===== src/rtl/mdio_phy_responder.sv =====
// Clause-22 MDIO management target: oversamples MDC/MDIO in the clk domain, decodes
// read/write frames addressed to PHY_ADDR, serves a 16-bit register file, reports writes.
module mdio_phy_responder #(
  parameter logic [4:0]  PHY_ADDR     = 5'd1,
  parameter int          NUM_REGS     = 32,
  parameter int          PREAMBLE_MIN = 32,
  parameter logic [15:0] PHY_ID_HI    = 16'h0022,
  parameter logic [15:0] PHY_ID_LO    = 16'h1620
) (
  input  logic        clk,
  input  logic        reset,
  input  logic        mdc,
  input  logic        mdio_in,
  output logic        mdio_out,
  output logic        mdio_oen,
  input  logic [15:0] status_in,
  output logic        wr_valid,
  output logic [4:0]  wr_addr,
  output logic [15:0] wr_data
);

  localparam int AW = (NUM_REGS > 1) ? $clog2(NUM_REGS) : 1;

  typedef enum logic [2:0] {
    S_IDLE, S_ST, S_OP, S_PHYAD, S_REGAD, S_TA, S_DATA
  } state_t;

  // Handshake: wr_valid is a one-clk strobe with no ready; wr_addr/wr_data are valid
  // while wr_valid is high and then hold until the next accepted write.

  logic        mdc_s1, mdc_s2, mdc_s3;
  logic        mdio_s1, mdio_s2;
  logic        rise, fall, bit_in;

  state_t      state, state_nx;
  logic [4:0]  cnt, cnt_nx;
  logic [5:0]  pre_cnt, pre_nx;
  logic        op_hi, op_hi_nx;
  logic        is_read, is_read_nx;
  logic        matched, matched_nx;
  logic [4:0]  phyad_sh, phyad_nx;
  logic [4:0]  reg_sh, reg_nx;
  logic [15:0] data_sh, data_nx;
  logic [15:0] rd_data, rd_nx;
  logic        out_nx, oen_nx;
  logic        wr_en;
  logic [4:0]  wr_a;
  logic [15:0] wr_d;

  logic [15:0] regs [NUM_REGS];
  logic [4:0]  reg_addr_nx;
  logic [15:0] rd_mux;

  assign rise   = mdc_s2 & ~mdc_s3;
  assign fall   = ~mdc_s2 & mdc_s3;
  assign bit_in = mdio_s2;
  assign reg_addr_nx = {reg_sh[3:0], bit_in};

  function automatic logic is_mapped(input logic [4:0] a);
    return (32'(a) < NUM_REGS);
  endfunction

  function automatic logic is_writable(input logic [4:0] a);
    return is_mapped(a) && (a != 5'd1) && (a != 5'd2) && (a != 5'd3);
  endfunction

  always_comb begin
    rd_mux = 16'hFFFF;
    if (is_mapped(reg_addr_nx)) begin
      case (reg_addr_nx)
        5'd1:    rd_mux = status_in;
        5'd2:    rd_mux = PHY_ID_HI;
        5'd3:    rd_mux = PHY_ID_LO;
        default: rd_mux = regs[reg_addr_nx[AW-1:0]];
      endcase
    end
  end

  always_ff @(posedge clk or posedge reset) begin
    if (reset) begin
      mdc_s1  <= 1'b1;
      mdc_s2  <= 1'b1;
      mdc_s3  <= 1'b1;
      mdio_s1 <= 1'b1;
      mdio_s2 <= 1'b1;
    end else begin
      mdc_s1  <= mdc;
      mdc_s2  <= mdc_s1;
      mdc_s3  <= mdc_s2;
      mdio_s1 <= mdio_in;
      mdio_s2 <= mdio_s1;
    end
  end

  // Frame decoder advances one bit per MDC rise; drive values change only on MDC falls.
  always_comb begin
    state_nx   = state;
    cnt_nx     = cnt;
    pre_nx     = pre_cnt;
    op_hi_nx   = op_hi;
    is_read_nx = is_read;
    matched_nx = matched;
    phyad_nx   = phyad_sh;
    reg_nx     = reg_sh;
    data_nx    = data_sh;
    rd_nx      = rd_data;
    out_nx     = mdio_out;
    oen_nx     = mdio_oen;
    wr_en      = 1'b0;
    wr_a       = reg_sh;
    wr_d       = 16'h0000;

    if (rise) begin
      case (state)
        S_IDLE: begin
          if (bit_in) begin
            pre_nx = (pre_cnt == 6'd32) ? 6'd32 : pre_cnt + 6'd1;
          end else begin
            if (32'(pre_cnt) >= PREAMBLE_MIN) state_nx = S_ST;
            pre_nx = 6'd0;
          end
        end
        S_ST: begin
          state_nx = bit_in ? S_OP : S_IDLE;
          cnt_nx   = 5'd0;
        end
        S_OP: begin
          if (cnt == 5'd0) begin
            op_hi_nx = bit_in;
            cnt_nx   = 5'd1;
          end else if (op_hi != bit_in) begin
            is_read_nx = op_hi;
            state_nx   = S_PHYAD;
            cnt_nx     = 5'd0;
          end else begin
            state_nx = S_IDLE;
          end
        end
        S_PHYAD: begin
          phyad_nx = {phyad_sh[3:0], bit_in};
          if (cnt == 5'd4) begin
            matched_nx = (phyad_nx == PHY_ADDR);
            state_nx   = S_REGAD;
            cnt_nx     = 5'd0;
          end else begin
            cnt_nx = cnt + 5'd1;
          end
        end
        S_REGAD: begin
          reg_nx = reg_addr_nx;
          if (cnt == 5'd4) begin
            rd_nx    = rd_mux;
            state_nx = S_TA;
            cnt_nx   = 5'd0;
          end else begin
            cnt_nx = cnt + 5'd1;
          end
        end
        S_TA: begin
          if (cnt == 5'd1) begin
            state_nx = S_DATA;
            cnt_nx   = 5'd0;
          end else begin
            cnt_nx = 5'd1;
          end
        end
        S_DATA: begin
          data_nx = {data_sh[14:0], bit_in};
          if (cnt == 5'd15) begin
            state_nx = S_IDLE;
            if (!is_read && matched && is_writable(reg_sh)) begin
              wr_en = 1'b1;
              wr_a  = reg_sh;
              wr_d  = data_nx;
            end
          end else begin
            cnt_nx = cnt + 5'd1;
          end
        end
        default: state_nx = S_IDLE;
      endcase
    end

    if (fall) begin
      out_nx = 1'b1;
      oen_nx = 1'b1;
      if (is_read && matched && state == S_TA && cnt == 5'd1) begin
        out_nx = 1'b0;
        oen_nx = 1'b0;
      end else if (is_read && matched && state == S_DATA) begin
        out_nx = rd_data[~cnt[3:0]];
        oen_nx = 1'b0;
      end
    end
  end

  always_ff @(posedge clk or posedge reset) begin
    if (reset) begin
      state    <= S_IDLE;
      cnt      <= 5'd0;
      pre_cnt  <= 6'd0;
      op_hi    <= 1'b0;
      is_read  <= 1'b0;
      matched  <= 1'b0;
      phyad_sh <= 5'd0;
      reg_sh   <= 5'd0;
      data_sh  <= 16'h0000;
      rd_data  <= 16'h0000;
      mdio_out <= 1'b1;
      mdio_oen <= 1'b1;
      wr_valid <= 1'b0;
      wr_addr  <= 5'd0;
      wr_data  <= 16'h0000;
    end else begin
      state    <= state_nx;
      cnt      <= cnt_nx;
      pre_cnt  <= pre_nx;
      op_hi    <= op_hi_nx;
      is_read  <= is_read_nx;
      matched  <= matched_nx;
      phyad_sh <= phyad_nx;
      reg_sh   <= reg_nx;
      data_sh  <= data_nx;
      rd_data  <= rd_nx;
      mdio_out <= out_nx;
      mdio_oen <= oen_nx;
      wr_valid <= wr_en;
      if (wr_en) begin
        wr_addr <= wr_a;
        wr_data <= wr_d;
      end
    end
  end

  always_ff @(posedge clk or posedge reset) begin
    if (reset) begin
      for (int i = 0; i < NUM_REGS; i++) regs[i] <= 16'h0000;
    end else if (wr_en) begin
      regs[wr_a[AW-1:0]] <= wr_d;
    end
  end

endmodule


===== config.mk =====
export PLATFORM = sky130hd
export DESIGN_NAME = mdio_phy_responder
export DESIGN_NICKNAME = d
export VERILOG_FILES = /design/src/rtl/mdio_phy_responder.sv
export SDC_FILE = /design/constraint.sdc
export NUM_CORES = 1
export LEC_CHECK = 0
export ABC_CLOCK_PERIOD_IN_PS = 20300
export BUFFER_PORTS_ARGS = -buffer_cell sky130_fd_sc_hd__buf_4
export CAP_MARGIN = 20
export CORE_AREA = 3 3 248 226
export CTS_BUF_LIST = sky130_fd_sc_hd__clkbuf_8
export CTS_CLUSTER_SIZE = 14
export DETAILED_ROUTE_END_ITERATION = 8
export DIE_AREA = 0 0 251 229
export GPL_TIMING_DRIVEN = 0
export PLACE_DENSITY = 0.65
export SLEW_MARGIN = 0
export SYNTH_ARGS = -nofsm -noshare
export SYNTH_HDL_FRONTEND = slang
export SYNTH_SLANG_ARGS = --single-unit

===== constraint.sdc =====
create_clock -name clk -period 20.3 [get_ports clk]
set_input_delay 0 -clock clk [delete_from_list [all_inputs] [get_ports clk]]
set_output_delay 0 -clock clk [all_outputs]
set_load 0.1 [all_outputs]

# == Word level (Yosys, flattened, before mapping) ==
# Cells that the tools add are included.
# word_totals
input_bits,20
out_inout_bits,24
register_bits,598
wordCells,157
# op_classes
mux,39
add_sub_neg,2
magnitude_cmp,5
n_reduce_logical,24
n_bitwise,8
n_eq_ne,27
# ops
op,n
512-bit bitwise mux,1
16-bit 2-to-1 mux,7
16-bit binary-select mux with 5-bit select,1
16-bit demux with 5-bit select,1
16-bit case mux with 3 select lines,1
5-bit case mux with 5 select lines,1
3-bit 2-to-1 mux,7
3-bit case mux with 7 select lines,1
5-bit 2-to-1 mux,4
"6-bit >= comparator, second input constant",3
"2-bit != test, second input constant",8
"5-bit by 1-bit equality test with 1-bit output, second input constant",3
6-bit 2-to-1 mux,2
5-bit inverter with 6-bit output,2
"5-bit by 2-bit equality test with 1-bit output, second input constant",2
1-bit 2-to-1 mux,10
"5-bit by 2-bit != test with 1-bit output, second input constant",2
"3-bit equality test, second input constant",3
1-bit logical AND,9
3-bit AND reduction,3
2-bit AND reduction,4
4-bit AND reduction,2
8-bit AND reduction,1
"6-bit by 1-bit adder with 6-bit output, second input constant",1
21 further kinds,26

# == Depth between registers and ports, before layout ==
# Gate-level depths: netlist (run 1).
# depth
depth_word,9
depth_mapped,10
ltp_nobuf,8

# == Worst setup path after synthesis (run 1) ==
# No wires, ideal clock.
# synth_timing
path_kind,register -> register
start,reg cnt[3]
end,reg regs[256] (netlist name)
path_buffers,4
arrival_ns,2.489
required_ns,20.175
setup_ns,0.125
period_less_slack_ns,2.615
path_stages_with_launch,11
slack_ns,17.685
cell_sequence,dfrtp_1 > clkbuf_1 > and3_1 > ha_1 > and3b_1 > nand3_1 > buf_4 > or4_1 > buf_2 > buf_6 > mux2_4
# synth_between
elab_chain_len,5
word_cells_on_any_way,8
cone_classes,eq/ne (1); mux (7)
# synth_lines
element,line_no,text
"start, declared",36,"logic [4:0] cnt, cnt_nx;"
"start signal, assigned",216,cnt <= cnt_nx;
5-bit by 4-bit equality test with 1-bit output *,169,if (cnt == 5'd15) begin
16-bit 2-to-1 mux,169,
16-bit 2-to-1 mux,114,case (state)
16-bit 2-to-1 mux,113,if (rise) begin
512-bit bitwise mux,239,regs[wr_a[AW-1:0]] <= wr_d;
"end signal, assigned by index",239,
"end, declared",50,logic [15:0] regs [NUM_REGS];
# Mark *: on every way between the ends. The rest lies on a longest branch, timed or not.
# A chain may end at the register's enable or synchronous reset.

# == Worst setup path after layout (run 1) ==
# layout_timing
start,reg cnt[3]
end,reg regs[143] (netlist name)
# Same word-level chain as after synthesis.

==> impl_metrics.tcl, run 1 <==
set metrics [dict create \
    finalWirelength_mm 73.6 \
    syn_inst 1848 \
    synth-adder-area-share 0.00281 \
    core_area_mm2 0.0539 \
    cts_tree "yes" \
    io_buffers 43 \
    cts_buffers 97 \
    synth_fp_nets 1874 \
    fin_nets 2041 \
    post_synth.cell_area_avg_um2 14.5 \
    clock.fmax_ghz 0.267 \
    synthFlopType "dfrtp_1" \
    synthArstFlopShare 1.00 \
    gp_congestion 0.966 \
    setup_tns_ns 0 \
    yosysTopAreaCellShare 0.545 \
    ir_drop_mv 0.0641 \
    rsz0062_at_grt "no" \
    p_leak_uw 0.0145 \
    drt-pass1-iter-count 5 \
    numClockSinks 589 \
    worstPathMaxFanout 10 \
    rows 81 \
    synth.most_common_cell "dfrtp_1" \
    grtUsageTotal 0.263 \
    postLayoutCoreUtil 0.560 \
    startpoint_type "flop" \
    finClkSkew_ns 0.0290 \
    antenna_found_initial 0 \
    avgRoutedWirePerCell_um 26.4 \
    post_cts_buffers 0 \
    grt_overflow_total 0 \
    synth-simple-area-share 0.0459 \
    htree_levels 3 \
    antennaDiodeCount 0 \
    insertion_delay_ns 0.69 \
    ant_nets 0 \
    outcome "finished, final reports clean" \
    period_needed_ns 3.75 \
    synth-seq-area-share 0.552 \
    maxSlewViolCount 0 \
    die_area_mm2 0.0575 \
    min_path_type "in -> reg" \
    final_hold_viol_count 0 \
    synth_top_cell_by_area "dfrtp_1" \
    grt_pass1_vias 17400 \
    arrival_ns 4.30 \
    die_h_um 229 \
    synth_edf_count 0 \
    clk_path_buf_depth 3 \
    fin_crit_sh 0.185 \
    start_util 0.496 \
    grt_max_degree 132 \
    cts_root_buf "clkbuf_8" \
    setup_viol 0 \
    nFillCells 4405 \
    tightestPinTransition_ns 1.07 \
    whs_ns 0.105 \
    dr_total_vias 16700 \
    drive_above_1_share 0.420 \
    synth.cell_area_mm2 0.0267 \
    drtIter0Drc 1298 \
    io_pins 44 \
    area_growth_pct 12.9 \
    cts.clk_slew.worst_paths_ns 0.06 \
    crit_required_ns 20.85 \
    synthTopCellsByCount "dfrtp_1 (582), mux2_2 (496), clkbuf_1 (123), mux4_2 (112), buf_2 (55)" \
    route.detailed.drc 0 \
    dpl.hpwl_mm 51.8 \
    synth_area_leaders "dfrtp_1 (54%), mux2_2 (21%), mux4_2 (9.4%)" \
    grt_first_pass_wirelength_mm 112 \
    slew_headroom 0.287 \
    ctsResizeCount 0 \
    crit_type "reg -> reg" \
    drv_cap 0 \
    ys_types 62 \
    drt-vias-per-instance 5.99 \
    die_x_um 251 \
    muxShareOfSynthArea 0.329 \
    end_kind "flop" \
    synth-xor-area-share 0.000328 \
    yosys_warnings 0 \
    power_density_mw_per_mm2 74.8 \
    ys_ff_latch 589 \
    synth_compound_area_frac 0.0349 \
    synth_top_family_by_area "multiplexers" \
]
[per-stage QoR]
stage	total power, uW	setup slack (ns)	instance area [um^2]	instances
3_5_place_dp	1260	16.60	28100	2601
3_3_place_gp	1260	-1.80	27900	2596
2_1_floorplan	1240	3.83	26700	1848
4_1_cts	2280	16.56	30200	2792
5_1_grt	2340	16.36	30200	2793
6_report	2260	16.55	30200	2793
[cell families (layout without fill, tap and decap cells)]
| kind of cell | Yosys count | count (layout) |
|---|---|---|
| and+or+nand+nor | 223 | 223 |
| AOI/OAI and AO/OA | 133 | 133 |
| buffers and inverters | 228 | 468 |
| xor gates and xnor gates | 1 | 1 |
| adders and majority gates | 6 | 6 |
| muxes | 668 | 668 |
| DFF | 589 | 589 |
[state kept, by name, indices dropped and copies added (netlist names), 3 cells and up]
name      cells
wr_data      16
data_sh      15
cnt           5
wr_addr       5
rd_data      16
reg_sh        5
state         3
phyad_sh      4
regs        503
pre_cnt       6
[cell usage in the layout, fill, tap and decap left out, types with 12 or more instances in the layout]
cell / count
inv_1: 72
nand3_1: 19
clkbuf_8: 118
buf_2: 55
dfrtp_1: 582
buf_4: 47
mux2_1: 17
nor2_1: 45
nor2b_1: 33
mux4_2: 112
nor4_1: 13
nand2_1: 47
nand4_1: 16
a2111oi_0: 12
clkbuf_1: 123
mux2_2: 496
o21ai_0: 35
dlygate4sd3_1: 19
a211oi_1: 23
a22o_1: 17
mux2i_1: 33
[layout make-up]
type                       instances  area [um^2]  share of cell area
sequential                       589        14700               0.489
tap                              705          882              0.0292
clock inverter                    54          268             0.00887
buffer                           196          836              0.0277
clock buffer                     118         1620              0.0538
timing repair buffer              68          666              0.0221
multi-input combinational       1031        11000               0.365
inverter                          32          128             0.00423
[power breakdown]
| group | total [uW] | leakage [uW] | internal, uW | switching, uW |
|---|---|---|---|---|
| sequential | 1180 | 0.00813 | 1180 | 1.50 |
| combinational | 61.9 | 0.00527 | 16.9 | 44.9 |
| clock | 1020 | 0.00112 | 537 | 480 |
| total | 2260 | 0.0145 | 1730 | 526 |
[critical path: stages, from the launching register on]
cell,delay (ns)
dfrtp_1,0.32
clkbuf_1,0.43
and3_1,0.25
ha_1,0.19
and3b_1,0.31
nand3_1,0.17
buf_4,0.22
nor3_2,0.85
buf_2,0.48
mux2_2,0.39
[repair_timing]
item,4_1_cts,5_1_grt
hold endpoints to repair,107,0
hold buffers,19,0
setup endpoints to repair,0,0
[metal layers]
layer / global-route usage / wire, um / vias up
met2: 0.397 / 33100 / 552
met5: 0 / 0 / -
li1: - / - / 7126
met4: 0.0865 / 2430 / 0
met1: 0.382 / 33500 / 8900
met3: 0.0548 / 4600 / 141
[final timing paths]
| path | cells after the start | slack, ns | startpoint | to |
|---|---|---|---|---|
| max in group asynchronous | 6 | 18.04 | reset | regs[130] |
| max reg2reg | 9 | 16.55 | cnt[3] | regs[143] |
| min in group asynchronous | 4 | 0.63 | reset | regs[348] |
| max | 9 | 16.55 | cnt[3] | regs[143] |
| min | 6 | 0.10 | status_in[9] | rd_data[9] |
| min reg2reg | 0 | 0.36 | mdc_s1 | mdc_s2 |
No activity file was read; power rests on OpenSTA's default activity.
==> run 2: changes to the inputs <==
--- a/config.mk
+++ b/config.mk
@@ -5,7 +5,7 @@
 export SDC_FILE = /design/constraint.sdc
 export NUM_CORES = 1
 export LEC_CHECK = 0
-export ABC_CLOCK_PERIOD_IN_PS = 20300
+export ABC_CLOCK_PERIOD_IN_PS = 3000
 export BUFFER_PORTS_ARGS = -buffer_cell sky130_fd_sc_hd__buf_4
 export CAP_MARGIN = 20
 export CORE_AREA = 3 3 248 226
@@ -14,7 +14,7 @@
 export DETAILED_ROUTE_END_ITERATION = 8
 export DIE_AREA = 0 0 251 229
 export GPL_TIMING_DRIVEN = 0
-export PLACE_DENSITY = 0.65
+export PLACE_DENSITY = 0.68
 export SLEW_MARGIN = 0
 export SYNTH_ARGS = -nofsm -noshare
 export SYNTH_HDL_FRONTEND = slang
==> constraint.sdc (replaced) <==
create_clock -name clk -period 3 [get_ports clk]
set_input_delay 0 -clock clk [delete_from_list [all_inputs] [get_ports clk]]
set_output_delay 0 -clock clk [all_outputs]
set_load 0.1 [all_outputs]
==> impl_metrics.tcl, run 2 (synthesized netlist as in run 1, its figures left out) <==
set metrics [dict create \
    grt_max_degree 45 \
    cts_tree "yes" \
    gp_congestion 0.932 \
    start_util 0.496 \
    path_buf_inv 2 \
    crit_required_ns 3.57 \
    setup_tns_ns 0 \
    ir_drop_mv 0.345 \
    maxSlewViolCount 0 \
    avgRoutedWirePerCell_um 26.6 \
    die_x_um 251 \
    r2r_cells 10 \
    finClkSkew_ns 0.0355 \
    insertion_delay_ns 0.72 \
    drt-vias-per-instance 6.03 \
    die_h_um 229 \
    grt_pass1_vias 17700 \
    power_density_mw_per_mm2 497 \
    largest_register_ffs 503 \
    drive_above_1_share 0.449 \
    worstPathMaxFanout 10 \
    setup_viol 0 \
    antenna_found_initial 3 \
    numClockSinks 589 \
    dr_total_vias 16900 \
    tightestPinTransition_ns 1.03 \
    startpoint_type "flop" \
    io_pins 44 \
    end_kind "flop" \
    cts_buffers 95 \
    period_needed_ns 2.99 \
    drt-pass1-iter-count 5 \
    crit_type "reg -> reg" \
    cts_root_buf "clkbuf_8" \
    max_stage_delay_ns 0.43 \
    grt_first_pass_wirelength_mm 112 \
    final_common_cell "dfrtp_1" \
    cp_num_cells 10 \
    rows 81 \
    cpMaxStageDelayCell "dfrtp_1" \
    htree_levels 3 \
    p_leak_uw 0.0148 \
    arrival_ns 3.56 \
    clock.fmax_ghz 0.335 \
    fin_nets 2063 \
    min_path_type "in -> reg" \
    fin_crit_sh 0.996 \
    route.detailed.drc 0 \
    final_cell_mix "dfrtp_1 (581), mux2_2 (496), clkbuf_8 (116)" \
    regMostFlops "regs" \
    clk_path_buf_depth 3 \
    drtIter0Drc 1184 \
    reg_top3 "regs: 503 flops, rd_data: 16 flops, wr_data: 16 flops" \
    post-place-ws_ns -0.688 \
    crit_chain "ha_2, and3_1, ha_2, and3b_2, nand3b_1, nor3_4, buf_4, nand2_1, buf_2, mux2_2" \
    io_buffers 43 \
    drv_cap 0 \
    slew_headroom 0.315 \
    grt_overflow_total 0 \
    core_area_mm2 0.0539 \
    area_growth_pct 15.0 \
    nFillCells 4369 \
    outcome "finished, final reports clean" \
    die_area_mm2 0.0575 \
    worst_slack_ns 0.0109 \
    crit_top_cell "ha_2" \
    finalWirelength_mm 74.7 \
    cts.clk_slew.worst_paths_ns 0.07 \
    dpl.hpwl_mm 53.0 \
    ant_nets 0 \
    holdPathStages 6 \
    grtUsageTotal 0.265 \
    final_hold_viol_count 0 \
    critical_path.top_delay_family "simple AND/OR/NAND/NOR gates" \
]
run 2: worst paths after layout:
kind / from / end / slack [ns]
max in group asynchronous: reset / regs[230] / 0.61
worst max register to register: cnt[1] / regs[82] / 0.01
worst max-delay path: cnt[1] / regs[82] / 0.01
worst min-delay path: status_in[12] / rd_data[12] / 0.09
worst min register to register: mdc_s1 / mdc_s2 / 0.35
min in group asynchronous: reset / regs[461] / 0.54
run 2: worst min-delay path: cells and delay by family:
| family | cells | cell delay [ns] |
|---|---|---|
| compound gates | 4 | 0.61 |
| buf+inv | 1 | 0.09 |
| simple gates | 1 | 0.03 |
run 2: where the power goes:
| group | switching (uW) | total, uW | internal (uW) |
|---|---|---|---|
| Combinational | 318 | 469 | 150 |
| Clock | 3250 | 6830 | 3580 |
| Sequential | 9.87 | 7970 | 7960 |
| Total | 3580 | 15300 | 11700 |
run 2: metal layers:
| metal | part of all wire | track usage | routed length [um] |
|---|---|---|---|
| met5 | 0 | 0.00924 | 0 |
| met3 | 0.072 | 0.0670 | 5390 |
| met2 | 0.46 | 0.408 | 34500 |
| met1 | 0.44 | 0.371 | 32800 |
| met4 | 0.027 | 0.0837 | 2020 |
run 2: per-stage QoR:
| step | hold WS (ns) | instances | util | total power [uW] | instance area, um^2 |
|---|---|---|---|---|---|
| floorplan | 0.00448 | 1848 | - | 8370 | 26700 |
| global placement | 0.108 | 2596 | 0.518 | 8510 | 27900 |
| detailed placement | 0.109 | 2613 | 0.525 | 8560 | 28300 |
| CTS | 0.0387 | 2797 | 0.568 | 15400 | 30600 |
| global route | 0.128 | 2808 | 0.570 | 15800 | 30700 |
| finish | 0.0875 | 2808 | 0.570 | 15300 | 30700 |
run 2: final cells by class:
cell class | count | area [um^2] | area share
inverter | 32 | 124 | 0.00403
sequential | 589 | 14700 | 0.480
clock inverter | 46 | 263 | 0.00855
buffer | 193 | 943 | 0.0307
tap | 705 | 882 | 0.0287
clock buffer | 116 | 1600 | 0.0519
timing repair buffer | 95 | 988 | 0.0321
antenna | 1 | 2.50 | 0.0000814
multi-input combinational | 1031 | 11200 | 0.364
run 2: timing repair:
item,CTS,global route
setup endpoints to repair,428,211
pin swaps,6,4
endpoints found under the hold margin,169,0
resized for setup,72,25
hold buffers,19,0
buffers inserted,6,8
